`src/rtl/out_flow_demux_pkg.sv`:
```
// Shared types and field helpers for the tagged-pel output demultiplexer.
// Widths of the tagged input word and of the configuration word live here.
package out_flow_demux_pkg;

  localparam int TAG_W  = 2;
  localparam int DATA_W = 8;
  localparam int CNT_W  = 13;
  localparam int IN_W   = TAG_W + DATA_W;
  localparam int CFG_W  = TAG_W + CNT_W;

  typedef enum logic [1:0] {
    IDLE   = 2'd0,
    ACTIVE = 2'd1,
    DONE   = 2'd2
  } flow_state_t;

  function automatic logic [TAG_W-1:0] get_tag(input logic [IN_W-1:0] din);
    return din[IN_W-1:DATA_W];
  endfunction

  function automatic logic [DATA_W-1:0] get_pel(input logic [IN_W-1:0] din);
    return din[DATA_W-1:0];
  endfunction

endpackage

```
`src/rtl/flow_fifo.sv`:
```
// Single-flow first-word-fall-through FIFO; head is visible on dout whenever
// empty is low. full is evaluated from the registered count before any pop.
module flow_fifo #(
  parameter int DEPTH = 16,
  parameter int DW    = 8
) (
  input  logic          clk,
  input  logic          rst,
  input  logic          push,
  input  logic [DW-1:0] din,
  input  logic          pop,
  output logic [DW-1:0] dout,
  output logic          full,
  output logic          empty
);

  localparam int AW = $clog2(DEPTH);

  logic [DW-1:0] mem [DEPTH];
  logic [AW-1:0] wr_ptr;
  logic [AW-1:0] rd_ptr;
  logic [AW:0]   count;
  logic          do_push;
  logic          do_pop;

  assign full    = (count == (AW+1)'(DEPTH));
  assign empty   = (count == '0);
  assign do_push = push && !full;
  assign do_pop  = pop && !empty;
  assign dout    = mem[rd_ptr];

  always_ff @(posedge clk or negedge rst) begin
    if (!rst) begin
      wr_ptr <= '0;
      rd_ptr <= '0;
      count  <= '0;
    end else begin
      if (do_push) wr_ptr <= wr_ptr + AW'(1);
      if (do_pop)  rd_ptr <= rd_ptr + AW'(1);
      count <= count + (AW+1)'(do_push) - (AW+1)'(do_pop);
    end
  end

  // Storage carries no reset; validity is tracked by count alone.
  always_ff @(posedge clk) begin
    if (do_push) mem[wr_ptr] <= din;
  end

endmodule

```
`src/rtl/out_flow_demux.sv`:
```
// Routes the tagged pel stream into per-flow FIFOs and tracks per-flow block
// completion against a programmed element count.
module out_flow_demux
  import out_flow_demux_pkg::*;
#(
  parameter int FLUX  = 4,
  parameter int DEPTH = 16
) (
  input  logic                         clk,
  input  logic                         rst,
  input  logic [IN_W-1:0]              in_din,
  input  logic                         in_write,
  output logic [FLUX-1:0]              in_full,
  input  logic [CFG_W-1:0]             cfg_din,
  input  logic                         cfg_write,
  input  logic [FLUX-1:0]              rd_en,
  output logic [FLUX-1:0][DATA_W-1:0]  dout,
  output logic [FLUX-1:0]              empty,
  output logic [FLUX-1:0]              done,
  output logic [FLUX-1:0]              err_overflow,
  output logic [FLUX-1:0]              err_unexpected,
  output logic [FLUX-1:0][1:0]         dbg_state,
  output logic [FLUX-1:0][CNT_W-1:0]   dbg_remaining
);

  // Handshake: a pel is accepted for flow t when in_write is high, its tag is
  // t and in_full[t] (registered) is low; otherwise it is dropped.
  logic [TAG_W-1:0]  in_tag;
  logic [DATA_W-1:0] in_pel;
  logic [TAG_W-1:0]  cfg_tag;
  logic [CNT_W-1:0]  cfg_cnt;

  assign in_tag  = get_tag(in_din);
  assign in_pel  = get_pel(in_din);
  assign cfg_tag = cfg_din[CFG_W-1:CNT_W];
  assign cfg_cnt = cfg_din[CNT_W-1:0];

  for (genvar f = 0; f < FLUX; f++) begin : g_flow
    logic             push;
    logic             accepted;
    logic             load;
    flow_state_t      state_q, state_d;
    logic [CNT_W-1:0] rem_q, rem_d;
    logic             done_q, done_d;
    logic             ovf_q, unexp_q, unexp_d;

    assign push     = in_write && (in_tag == TAG_W'(f));
    assign accepted = push && !in_full[f];
    assign load     = cfg_write && (cfg_tag == TAG_W'(f)) && (cfg_cnt != '0);

    flow_fifo #(.DEPTH(DEPTH), .DW(DATA_W)) u_fifo (
      .clk   (clk),
      .rst   (rst),
      .push  (push),
      .din   (in_pel),
      .pop   (rd_en[f]),
      .dout  (dout[f]),
      .full  (in_full[f]),
      .empty (empty[f])
    );

    // A reload in the same cycle as an accepted pel counts that pel against
    // the new block, so N=1 completes immediately.
    always_comb begin
      state_d = state_q;
      rem_d   = rem_q;
      done_d  = 1'b0;
      unexp_d = 1'b0;
      if (load) begin
        state_d = ACTIVE;
        rem_d   = accepted ? cfg_cnt - CNT_W'(1) : cfg_cnt;
        if (accepted && cfg_cnt == CNT_W'(1)) begin
          state_d = DONE;
          done_d  = 1'b1;
        end
      end else if (accepted) begin
        if (state_q == ACTIVE) begin
          rem_d = rem_q - CNT_W'(1);
          if (rem_q == CNT_W'(1)) begin
            state_d = DONE;
            done_d  = 1'b1;
          end
        end else begin
          unexp_d = 1'b1;
        end
      end
    end

    always_ff @(posedge clk or negedge rst) begin
      if (!rst) begin
        state_q <= IDLE;
        rem_q   <= '0;
        done_q  <= 1'b0;
        ovf_q   <= 1'b0;
        unexp_q <= 1'b0;
      end else begin
        state_q <= state_d;
        rem_q   <= rem_d;
        done_q  <= done_d;
        ovf_q   <= ovf_q | (push && in_full[f]);
        unexp_q <= unexp_q | unexp_d;
      end
    end

    assign done[f]           = done_q;
    assign err_overflow[f]   = ovf_q;
    assign err_unexpected[f] = unexp_q;
    assign dbg_state[f]      = state_q;
    assign dbg_remaining[f]  = rem_q;
  end

endmodule

```
`config.mk`:
```
export PLATFORM = sky130hd
export DESIGN_NAME = out_flow_demux
export DESIGN_NICKNAME = d
export VERILOG_FILES = /design/src/rtl/out_flow_demux_pkg.sv /design/src/rtl/flow_fifo.sv /design/src/rtl/out_flow_demux.sv
export SDC_FILE = /design/constraint.sdc
export NUM_CORES = 1
export LEC_CHECK = 0
export BUFFER_PORTS_ARGS = -buffer_cell sky130_fd_sc_hd__buf_2
export CORE_ASPECT_RATIO = 2
export CORE_UTILIZATION = 50
export DETAILED_ROUTE_END_ITERATION = 12
export HOLD_SLACK_MARGIN = 0.08
export PLACE_DENSITY = 0.67
export SLEW_MARGIN = 20
export SYNTH_ARGS = -nofsm -noshare
export SYNTH_HDL_FRONTEND = slang
export SYNTH_SLANG_ARGS = --single-unit
```
`constraint.sdc`:
```
create_clock -name clk -period 4.3 [get_ports clk]
set_input_delay 0.43 -clock clk [delete_from_list [all_inputs] [get_ports clk]]
set_output_delay 0.43 -clock clk [all_outputs]
set_load 0.1 [all_outputs]
```
# Word level (Yosys, flattened, before mapping)
# Memories as Yosys holds them, arrays and structs flattened.
# Cells that the tools add are included.
# W data, S select, Z words.
[op_classes] div_mod_pow=0 n_eq_ne=19 n_reduce_logical=63 bitwise=8 shift=0 n_mux=76 addsub=21 mul=0 magnitude_cmp=0
[ops] op="$mux W13" n=16
[ops] op="$eq A13 B1 Y1 const B" n=5
[ops] op="$sub A13 B1 Y13 const B" n=5
[ops] op="$mux W1" n=40
[ops] op="$mux W2" n=20
[ops] op="$add A4 B1 Y4 const B" n=8
[ops] op="$logic_and A1 B1 Y1" n=28
[ops] op="$reduce_bool A2 Y1" n=12
[ops] op="$add A5 B1 Y5" n=4
[ops] op="$eq A5 B5 Y1 const B" n=4
[ops] op="$logic_not A5 Y1" n=4
[ops] op="$sub A5 B1 Y5" n=4
[ops] op="$reduce_bool A13 Y1" n=1
[ops] op="$eq A2 B1 Y1 const B" n=6
[ops] op="$reduce_and A3 Y1" n=4
[ops] op="$eq A2 B2 Y1 const B" n=4
[ops] op="$logic_not A1 Y1" n=8
[ops] op="$or A1 B1 Y1" n=8
[ops] op="$reduce_and A2 Y1" n=4
[ops] op="$logic_not A2 Y1" n=2
[word_totals] input_bits=33 out_inout_bits=112 mem_count=4 mem_bits_ro=0 latch_bits=0 wordCells=223 reg_bits=124 ram_bits=512
[memory_table] name="g_flow[0].u_fifo.mem" words=16 width=8 rd=1 rd_clocked_by_memory_dff=0 write_ports=1 line="flow_fifo.sv:19" text="logic [DW-1:0] mem [DEPTH];"
[memory_table] name="g_flow[1].u_fifo.mem" words=16 width=8 rd=1 rd_clocked_by_memory_dff=0 write_ports=1 line="flow_fifo.sv:19"
[memory_table] name="g_flow[2].u_fifo.mem" words=16 width=8 rd=1 rd_clocked_by_memory_dff=0 write_ports=1 line="flow_fifo.sv:19"
[memory_table] name="g_flow[3].u_fifo.mem" words=16 width=8 rd=1 rd_clocked_by_memory_dff=0 write_ports=1 line="flow_fifo.sv:19"

# Depth between registers and ports, before layout
# Gate-level depths: netlist of the first run.
[logic_depth] depth_word=6 mapped_depth=15 mapped_depth_nobuf=14

# By module
# From an unflattened synthesis of the first run, not the netlist that was laid out.
[hier_totals] cells_unflattened=1814 hier_area_um2=28439.8
[modules_own_cells] mod="flow_fifo" area_per_inst_um2=5863.1 cells_per_inst=319 seq_area_each_um2=4169.0 instances=4
[modules_own_cells] mod="out_flow_demux" area_per_inst_um2=4987.3 cells_per_inst=538 seq_area_each_um2=1801.7 instances=1

# Least setup slack after synthesis of the first run
# OpenSTA, ideal clock, no wires.
[synth_path] path_type="flip-flop to output port" from="register g_flow[0].u_fifo.rd_ptr[0]" to="output port dout[0] (netlist name)" path_slack_ns=1.632 required_time_ns=3.870 path_stages_with_launch=5 path_buffers=2 arrival_time_ns=2.238 path_cell_list="dfrtp_1 clkbuf_1 buf_2 mux4_2 mux4_2"
[synth_rtl] element="from (decl)" line="flow_fifo.sv:21" text="logic [AW-1:0] rd_ptr;"
[synth_rtl] element="from (signal assigned)" line="flow_fifo.sv:39" text="if (do_pop) rd_ptr <= rd_ptr + AW'(1);"
[synth_rtl] element="to (decl)" line="out_flow_demux.sv:17" text="output logic [FLUX-1:0][DATA_W-1:0] dout,"

==> results of run 1 <==
==> path summary, 6_finish.rpt <==
check                                            from                          to  slack, ns  cells past startpoint
min in group asynchronous                         rst        g_flow[3].state_q[1]       0.41                      2
max in group asynchronous                         rst  g_flow[2].u_fifo.rd_ptr[0]       2.94                      3
max reg2reg                 g_flow[0].u_fifo.count[3]   g_flow[0].u_fifo.count[4]       1.07                     13
max                        g_flow[0].u_fifo.rd_ptr[1]                     dout[7]       0.72                      4
min reg2reg                           g_flow[2].ovf_q             g_flow[2].ovf_q       0.46                      1
min                                       cfg_din[10]         g_flow[0].rem_q[10]       0.21                      3
==> cell families after synthesis <==
logic type,synth area share
multiplexers,0.147
flip-flops,0.674
adder cells (fa/ha/maj),0.0280
AND/OR/NAND/NOR,0.0683
AO/OA/AOI/OAI,0.0159
buffers and inverters,0.0268
XOR/XNOR,0.0406
==> sequential cells by signal (all words and copies together), names as in the netlist <==
signal and cells:
g_flow.unexp_q 4, g_flow.u_fifo.mem 512, g_flow.rem_q 52, g_flow.u_fifo.rd_ptr 16
g_flow.ovf_q 4, g_flow.u_fifo.count 20, g_flow.done_q 4, g_flow.u_fifo.wr_ptr 16
g_flow.state_q 8
==> metrics by stage <==
stage                     setup WS, ns  hold slack (ns)
after floorplan                   1.63            0.134
after global placement            1.16            0.440
after detailed placement          1.07            0.441
after CTS                        0.653            0.162
after global routing             0.621            0.211
final                            0.717            0.210
==> where the power goes <==
part | internal [mW] | total [mW] | switching [mW] | leakage [nW]
clock network | 2.58 | 4.76 | 2.18 | 0.821
registers | 7.19 | 8.12 | 0.931 | 6.06
logic | 2.64 | 8.24 | 5.60 | 3.63
==> worst reg2reg max path, delay by kind of cell (launching register included) <==
kind                     cells  cell delay [ns]
XOR/XNOR                     1             0.17
adder cells (fa/ha/maj)      3             0.93
flip-flops                   1             0.37
AND/OR/NAND/NOR              4             0.80
AO/OA/AOI/OAI                1             0.06
buffers and inverters        4             0.82
==> cells in the final DEF (no fill, tap or decap), drive strengths merged, types with 10 or more instances in the layout <==
| cell type | netlist | routed |
|---|---|---|
| nand4 | 14 | 14 |
| buf | 61 | 170 |
| xor2 | 33 | 33 |
| nor4 | 16 | 16 |
| a21oi | 17 | 17 |
| or3 | 10 | 10 |
| and4 | 14 | 14 |
| mux4 | 160 | 160 |
| dfrtp | 124 | 124 |
| nand3 | 13 | 13 |
| edfxtp | 512 | 512 |
| clkbuf | 47 | 64 |
| nor3 | 40 | 40 |
| xnor2 | 94 | 94 |
| nor2 | 82 | 82 |
| mux2i | 34 | 34 |
| nand2 | 57 | 57 |
| ha | 55 | 55 |
| o21ai | 22 | 22 |
| and2 | 29 | 29 |
| inv | 52 | 54 |
| and3 | 12 | 12 |
| nand2b | 12 | 12 |
| clkinv | 1 | 26 |
==> metal layers <==
layer,vias to the layer above,wire length [µm],GRT usage
li1,6313,-,-
met1,7262,21700,0.248
met2,346,33100,0.410
met3,122,1990,0.0271
met4,0,3230,0.118
met5,-,0,0
==> cells in the mapped netlist, drive strengths merged, types with 13 or more instances <==
| cell | number |
|---|---|
| a21oi | 17 |
| and2 | 29 |
| and4 | 14 |
| buf | 61 |
| clkbuf | 47 |
| dfrtp | 124 |
| edfxtp | 512 |
| ha | 55 |
| inv | 52 |
| mux2i | 34 |
| mux4 | 160 |
| nand2 | 57 |
| nand3 | 13 |
| nand4 | 14 |
| nor2 | 82 |
| nor3 | 40 |
| nor4 | 16 |
| o21ai | 22 |
| xnor2 | 94 |
| xor2 | 33 |
==> layout make-up <==
cell class | instances | area [µm²]
Clock inverter | 35 | 315
Tap cell | 676 | 846
Antenna cell | 1 | 2.50
Inverter | 53 | 199
Multi-Input combinational cell | 797 | 8210
Clock buffer | 64 | 1370
Timing Repair Buffer | 171 | 940
Fill cell | 4163 | 24000
Sequential cell | 636 | 18500
==> results by group, run 1 <==
Floorplan
  – Row count: 121
  – Die Area: 55900 µm²
  – Initial core utilization: 0.505
  – Die W: 168 µm
  – Die Y: 333 µm
  – Core Area: 54400 µm²
  – IO Pins: 145

Global routing
  – Overflow left after global routing: 0
  – First-pass GRT wire length: 92.0 mm
  – Antenna violations before repair: 0
  – Vias in the first global route: 15178
  – Pin count of the biggest net entering global routing: 65
  – Total Routing Usage GR: 0.222

Power
  – P_leak: 10.5 nW
  – Power per Cell Area: 696 nW/µm²
  – Power after layout: 21.1 mW
  – Maximum VDD drop: 0.627 mV

Timing
  – Max Clock Skew: 0.0144 ns
  – Minimum clock period: 3.58 ns
  – Unrepaired setup endpoints after global routing: no
  – Fmax: 279 MHz
  – Final Max Slew Viols: 0
  – Max_slew headroom: 0.285
  – Tcrit/Tclk final: 0.833
  – Slew @ Worst Pin: 1.07 ns
  – Finish-stage setup viols: 0
  – Total Negative Setup Slacks: 0 ns
  – Final hold vios: 0

Synth
  – Post-synth top area share: 0.561
  – Post-synth EDFFs: 512
  – Netlist cell types: 59
  – Seq/Total Area, Yosys: 0.674
  – Cell Area, Synth: 27400 µm²
  – Yosys Warn Count: 0
  – Post-Synthesis Net Count: 1686
  – Mapped Cells: 1594
  – Avg Inst Size Synth: 17.2 µm²
  – Synth Register Bits: 636
  – Most used DFF post-synth: edfxtp_1
  – Asr flop ratio synth: 0.195
  – Yosys top cell by area: edfxtp_1
  – Leading post-synthesis cells by cell area: edfxtp_1, mux4_2, dfrtp_1, xnor2_1, ha_1

Drt
  – Post-Route WL: 60.0 mm
  – Wire length per cell: 24.6 µm
  – DRC viols: 4
  – Post-route antenna net violation count: 0
  – Vias: 14043
  – DR pass1 iterations: 8
  – DR vias/cell: 5.77
  – Initial DRC Count: 772

Clocking
  – Clk sinks: 636
  – Clock Root Buffer: clkbuf_16
  – Clk buf depth: 3
  – Post-CTS Setup Inserts: 0
  – # resized after CTS: 0
  – CTS Buf Count: 53
  – Clock Latency Late Sink: 0.60 ns
  – H-tree lvl count: 2
  – Clk pin slew, worst setup/hold paths: 0.07 ns
  – CTS tree: yes
  – Cts hold-fix bufs: 1

Setup path
  – Worst path max stage delay: 0.97 ns
  – CP endpoint kind: output pin
  – Most used cell along the critical path: mux4_2
  – Critical path data arrival time: 3.15 ns
  – Slowest CP cell: dfrtp_1
  – CP Max Fanout: 22
  – CP Data Required Time: 3.87 ns
  – Critical path type: reg -> out
  – Startpoint Class: flop
  – CP bufs+invs: 2
  – CP cell instances: buf_4 > mux4_2 > mux4_2 > buf_2
  – Largest delay share family, worst path: flip-flops

Place
  – Placed cell areas: 28700 µm²
  – Placer's final routability congestion estimate: 0.856
  – Placed insts: 2332
  – I/O Buffers: 144
  – DP HPWL: 41.1 mm

Outcome
  – Failing checks: design-rule violations
  – Outcome: finished, violations left

Final layout
  – Filler-free cell count of the finished design: 2433
  – Final core occ: 0.559
  – Nets: 1804
  – Fin area: 30400 µm²
  – Area delta synth->final: 10.7%
  – Share of layout cells above drive strength 1: 0.248

Min path
  – Hold crit path type: in -> reg

Run
  – Max cap viols: 0
(Power assumes the default switching activity.)
==> run 2, diff against run 1 <==
--- a/config.mk
+++ b/config.mk
@@ -10,7 +10,7 @@
 export CORE_UTILIZATION = 50
 export DETAILED_ROUTE_END_ITERATION = 12
 export HOLD_SLACK_MARGIN = 0.08
-export PLACE_DENSITY = 0.67
+export PLACE_DENSITY = 0.7
 export SLEW_MARGIN = 20
 export SYNTH_ARGS = -nofsm -noshare
 export SYNTH_HDL_FRONTEND = slang
==> constraint.sdc (replaced) <==
create_clock -name clk -period 3.1 [get_ports clk]
set_input_delay 0.31 -clock clk [delete_from_list [all_inputs] [get_ports clk]]
set_output_delay 0.31 -clock clk [all_outputs]
set_load 0.1 [all_outputs]
==> run 2 against run 1 <==
Effect of this change: the run now ends clean; non-clock buffer count increased by 39; combinational power increased by 48%; first-iteration DRC count down 6.0%; via count grew 2.6%; sequential power is 34% higher; flip-flop and latch count unchanged; clock skew rose by 0.0019 ns; largest cell class unchanged; clock power is 42% higher; die area unchanged; critical endpoint is now dout[25]; cell area grew 1.7%; hold slack got worse by 0.066 ns.
==> results by group, run 2 (synthesis results as in run 1) <==
Outcome
  – Outcome: finished, final reports clean

Setup path
  – Crit path depth: 4
  – Worst R2R Setup Slack: 0.38 ns
  – RR Startpoint: g_flow[0].u_fifo.count[3]
  – CP cell instances: bufbuf_16 > mux4_2 > mux4_2 > buf_4
  – CP Data Required Time: 2.79 ns
  – CP bufs+invs: 2
  – Reg2reg path depth: 13
  – RR Endpoint: g_flow[0].u_fifo.count[4]
  – Critical path type: reg -> out
  – Critical path data arrival time: 2.71 ns
  – Most used cell along the critical path: mux4_2
  – Startpoint Class: flop
  – Slowest CP cell: mux4_2
  – CP Max Fanout: 16
  – CP endpoint kind: output pin
  – Worst path max stage delay: 0.52 ns
  – Largest delay share family, worst path: multiplexers

Final layout
  – Registers with the most flip-flops: g_flow.u_fifo.mem (512), g_flow.rem_q (52), g_flow.u_fifo.count (20)
  – FF/Latch Area: 18500 µm²
  – Antenna diode count: 0
  – Largest register FFs: 512
  – Share of layout cells above drive strength 1: 0.262
  – Area delta synth->final: 12.6%
  – Fill cells: 4122
  – Register name with the most flops: g_flow.u_fifo.mem
  – Area of the multi-input gates: 8210 µm²
  – Final core occ: 0.568
  – Nets: 1843
  – Most frequent cells in the layout: edfxtp_1, mux4_2, buf_2
  – Commonest non-fill, non-tap cell in the layout: edfxtp_1

Global routing
  – Pin count of the biggest net entering global routing: 85
  – Antenna violations before repair: 0
  – Total Routing Usage GR: 0.226
  – Overflow left after global routing: 0
  – First-pass GRT wire length: 93.8 mm
  – Vias in the first global route: 15394

Timing
  – Final hold vios: 0
  – Minimum clock period: 3.02 ns
  – Finish-stage setup viols: 0
  – Unrepaired setup endpoints after global routing: yes
  – Fmax: 331 MHz
  – Max Clock Skew: 0.0163 ns
  – Max_slew headroom: 0.343
  – Worst Hold Margin: 0.143 ns
  – Slew @ Worst Pin: 0.985 ns
  – Tcrit/Tclk final: 0.974
  – Final Max Slew Viols: 0

Min path
  – Hold crit path type: in -> reg
  – Hold_sp: in_din[3]
  – Hold Path Cell Cnt: 1
  – Hold Path End: g_flow[3].u_fifo.mem[3][3]

Drt
  – Post-Route WL: 61.3 mm
  – DRC viols: 0
  – Vias: 14409
  – Initial DRC Count: 726
  – DR pass1 iterations: 5
  – Post-route antenna net violation count: 0
  – Wire length per cell: 24.8 µm
  – DR vias/cell: 5.83

Clocking
  – Clock Latency Late Sink: 0.61 ns
  – Clk pin slew, worst setup/hold paths: 0.07 ns
  – CTS Buf Count: 53
  – Clk buf depth: 3
  – Clock Root Buffer: clkbuf_16
  – H-tree lvl count: 2
  – Clk sinks: 636
  – CTS tree: yes

Floorplan
  – IO Pins: 145
  – Row count: 121
  – Die W: 168 µm
  – Die Y: 333 µm
  – Initial core utilization: 0.505
  – Core Area: 54400 µm²
  – Die Area: 55900 µm²

Place
  – Placer's final routability congestion estimate: 0.942
  – I/O Buffers: 144
  – DP HPWL: 42.2 mm

Power
  – Power per Cell Area: 966 nW/µm²
  – Maximum VDD drop: 0.654 mV
  – P_leak: 10.8 nW

Run
  – Max cap viols: 0
[run 2: repair_timing]
action / CTS / global route
resized for setup: 5 / 1
cloned: 2 / 1
hold endpoints to repair: 97 / 0
buffers inserted: 1 / 1
hold buffers: 6 / 0
endpoints found under the setup margin: 17 / 5
[run 2: worst max-delay path by stage]
stage	from	to	slack, ns
floorplan	g_flow[0].u_fifo.count[2]	g_flow[0].u_fifo.mem[3][0]	0.47
global placement	g_flow[0].u_fifo.count[2]	g_flow[0].u_fifo.count[4]	0.37
detailed placement	g_flow[0].u_fifo.count[3]	g_flow[0].u_fifo.count[4]	0.39
CTS	g_flow[3].u_fifo.rd_ptr[0]	dout[24]	0.009
global route	g_flow[3].u_fifo.rd_ptr[0]	dout[25]	-0.009
finish	g_flow[3].u_fifo.rd_ptr[0]	dout[25]	0.08
[run 2: power by group]
part | internal (mW) | total [mW] | switching [mW] | leakage [nW]
logic | 3.99 | 12.2 | 8.18 | 3.88
registers | 9.98 | 10.9 | 0.945 | 6.06
clock network | 3.69 | 6.75 | 3.06 | 0.848
total | 17.7 | 29.8 | 12.2 | 10.8
[run 2: layout make-up]
cell class	count	share of cell area
multi-input combinational	797	0.266
tap	676	0.0274
sequential	636	0.599
timing repair buffer	210	0.0452
clock inverter	29	0.00895
clock buffer	71	0.0475
inverter	53	0.00644
[run 2: through the flow]
| step | instance area [µm²] | total power, mW | cells | setup WS [ns] | TNS, ns |
|---|---|---|---|---|---|
| 2_1_floorplan | 27400 | 20.7 | 1594 | 0.474 | 0 |
| 3_3_place_gp | 29000 | 23.0 | 2361 | 0.372 | 0 |
| 3_5_place_dp | 29000 | 23.2 | 2361 | 0.387 | 0 |
| 4_1_cts | 30800 | 30.1 | 2470 | 0.00913 | 0 |
| 5_1_grt | 30900 | 31.0 | 2472 | -0.00869 | -0.0135 |
| 6_report | 30900 | 29.8 | 2472 | 0.0811 | 0 |
[run 2: metal layers]
layer / share of wire / vias to the layer above / global-route usage
met3: 0.038 / 124 / 0.0268
met2: 0.57 / 418 / 0.440
met5: 0 / - / 0
li1: - / 6411 / -
met1: 0.35 / 7456 / 0.242
met4: 0.040 / 0 / 0.0964
[run 2: worst register-to-register path, cell delays in order (launching register included)]
cell and delay, ns:
dfrtp_1 0.36, inv_1 0.06, ha_1 0.19, and4bb_4 0.22, or3_4 0.44, inv_1 0.25, ha_1 0.21, inv_1 0.06
fa_1 0.42, inv_1 0.07, a21oi_1 0.07, nor2_1 0.09, nor2_1 0.05, xnor2_1 0.11
==> run 3, diff against run 2 <==
--- a/config.mk
+++ b/config.mk
@@ -7,6 +7,7 @@
 export LEC_CHECK = 0
 export BUFFER_PORTS_ARGS = -buffer_cell sky130_fd_sc_hd__buf_2
 export CORE_ASPECT_RATIO = 2
+export CORE_MARGIN = 2
 export CORE_UTILIZATION = 50
 export DETAILED_ROUTE_END_ITERATION = 12
 export HOLD_SLACK_MARGIN = 0.08
==> constraint.sdc (replaced) <==
create_clock -name clk -period 2.45 [get_ports clk]
set_input_delay 0.245 -clock clk [delete_from_list [all_inputs] [get_ports clk]]
set_output_delay 0.245 -clock clk [all_outputs]
set_load 0.1 [all_outputs]
==> run 3 against run 2 <==
Effect of this change: the run now ends with negative setup slack left; global-route usage is 0.28 points lower; first-iteration DRC count is 14% higher; final cell count is 2.8% higher; register-to-register slack worse by 0.39 ns; sequential power is 27% higher; via count is 2.6% higher; cell area is 3.7% higher; non-clock buffer count is 70 higher.
==> results by group, run 3 (synthesis results as in run 1) <==
Outcome
  – Outcome: finished, violations left
  – Failing checks: negative setup slack

Final layout
  – Nets: 1913
  – Share of layout cells above drive strength 1: 0.312
  – Final core occ: 0.589
  – Register name with the most flops: g_flow.u_fifo.mem
  – Registers with the most flip-flops: g_flow.u_fifo.mem (512), g_flow.rem_q (52), g_flow.u_fifo.count (20)
  – Commonest non-fill, non-tap cell in the layout: edfxtp_1
  – Fin area: 32000 µm²
  – Largest register FFs: 512
  – FF/Latch Area: 18500 µm²
  – Area of the multi-input gates: 8390 µm²
  – Area delta synth->final: 16.8%
  – Antenna diode count: 0
  – Fill cells: 3991
  – Most frequent cells in the layout: edfxtp_1, mux4_2, dfrtp_1

Place
  – I/O Buffers: 144
  – Placed cell areas: 29400 µm²
  – DP HPWL: 43.0 mm
  – Setup WS pre-CTS: -0.0588 ns
  – Placer's final routability congestion estimate: 0.905

Global routing
  – Overflow left after global routing: 0
  – Pin count of the biggest net entering global routing: 84
  – First-pass GRT wire length: 94.5 mm
  – Vias in the first global route: 15471
  – Antenna violations before repair: 0
  – Total Routing Usage GR: 0.224

Timing
  – Final Max Slew Viols: 0
  – Tcrit/Tclk final: 1.16
  – Minimum clock period: 2.84 ns
  – Slew @ Worst Pin: 0.826 ns
  – Max Clock Skew: 0.0126 ns
  – Final WS setup: -0.387 ns
  – Worst Hold Margin: 0.124 ns
  – Fmax: 352 MHz
  – Final hold vios: 0
  – Max_slew headroom: 0.449
  – Finish-stage setup viols: 33
  – Unrepaired setup endpoints after global routing: yes

Power
  – P_leak: 11.3 nW
  – Power per Cell Area: 1250 nW/µm²
  – Maximum VDD drop: 1.22 mV
  – Power after layout: 39.9 mW

Clocking
  – H-tree lvl count: 2
  – Clock Root Buffer: clkbuf_16
  – CTS tree: yes
  – Clock Latency Late Sink: 0.59 ns
  – CTS Buf Count: 53
  – Clk buf depth: 3
  – Clk pin slew, worst setup/hold paths: 0.07 ns
  – Clk sinks: 636

Floorplan
  – Initial core utilization: 0.505
  – Die Area: 56900 µm²
  – Core Area: 54400 µm²
  – Die Y: 335 µm
  – Row count: 121
  – IO Pins: 145
  – Die W: 170 µm

Setup path
  – Critical path type: reg -> out
  – CP Max Fanout: 8
  – Critical Path Source: g_flow[1].u_fifo.rd_ptr[0]
  – Startpoint Class: flop
  – Critical path data arrival time: 2.59 ns
  – RR Startpoint: g_flow[0].u_fifo.count[3]
  – CP Data Required Time: 2.20 ns
  – CP endpoint kind: output pin

Drt
  – Wire length per cell: 24.6 µm
  – Vias: 14783
  – DRC viols: 0
  – Post-Route WL: 62.6 mm
  – Initial DRC Count: 829
  – DR vias/cell: 5.82
  – DR pass1 iterations: 5
  – Post-route antenna net violation count: 0

Min path
  – Hold crit path type: in -> reg
  – Hold_sp: cfg_din[7]

Run
  – Max cap viols: 0
## run 3: cell count changes in the layout (fill, tap and decap cells not counted), sizes merged, moves of 3 or more
cell,before,now
dlygate4sd3,6,11
buf,200,268
inv,58,55
clkinv,17,20
clkinvlp,3,6
clkbuf,73,67
## run 3: worst max-delay path: stages, from the launching register on
cell and delay (ns):
dfrtp_2 0.44, buf_6 0.16, buf_16 0.15, mux4_2 0.54, mux4_2 0.50, buf_12 0.19
## run 3: report_power, final
part           internal, mW  leakage (nW)  switching [mW]  total (mW)
Clock                  4.87         0.875            3.91        8.77
Combinational          6.46          4.36            10.9        17.3
Sequential             12.6          6.06            1.17        13.8
## run 3: area by class of cell
cell class | instances | area share
inverter | 53 | 0.00625
timing repair buffer | 280 | 0.0716
multi-input combinational | 797 | 0.262
clock inverter | 34 | 0.0113
tap | 676 | 0.0264
sequential | 636 | 0.577
clock buffer | 66 | 0.0452
## run 3: metal layers
| metal | share of wire | up-vias | track usage | wire length, µm |
|---|---|---|---|---|
| li1 | - | 6545 | - | - |
| met1 | 0.35 | 7659 | 0.248 | 22000 |
| met2 | 0.56 | 444 | 0.423 | 35100 |
| met3 | 0.037 | 135 | 0.0236 | 2290 |
| met4 | 0.051 | 0 | 0.106 | 3180 |
| met5 | 0 | - | 0 | 0 |
## run 3: repair_timing
action	4_1_cts	5_1_grt
gates resized for setup	89	36
hold buffers	11	0
cloned	3	1
endpoints found under the hold margin	135	0
pin swaps	0	18
buffers inserted	7	12
setup endpoints to repair	36	104
## run 3: through the flow
stage | setup TNS, ns | std cells
after global routing | -12.93 | 2542
after CTS | -12.24 | 2529
final | -10.65 | 2542
after detailed placement | -0.119 | 2408
after global placement | 0 | 2408
after floorplan | 0 | 1594
## run 3: final timing paths
| path | end | slack, ns | cells past startpoint |
|---|---|---|---|
| setup reg to reg | g_flow[0].u_fifo.count[4] | -0.01 | 14 |
| min in group asynchronous | g_flow[3].u_fifo.rd_ptr[0] | 0.63 | 3 |
| max in group asynchronous | g_flow[3].ovf_q | 0.94 | 4 |
| setup / recovery | dout[10] | -0.39 | 5 |
| hold reg to reg | g_flow[1].ovf_q | 0.46 | 1 |
| hold / removal | g_flow[2].rem_q[7] | 0.12 | 3 |
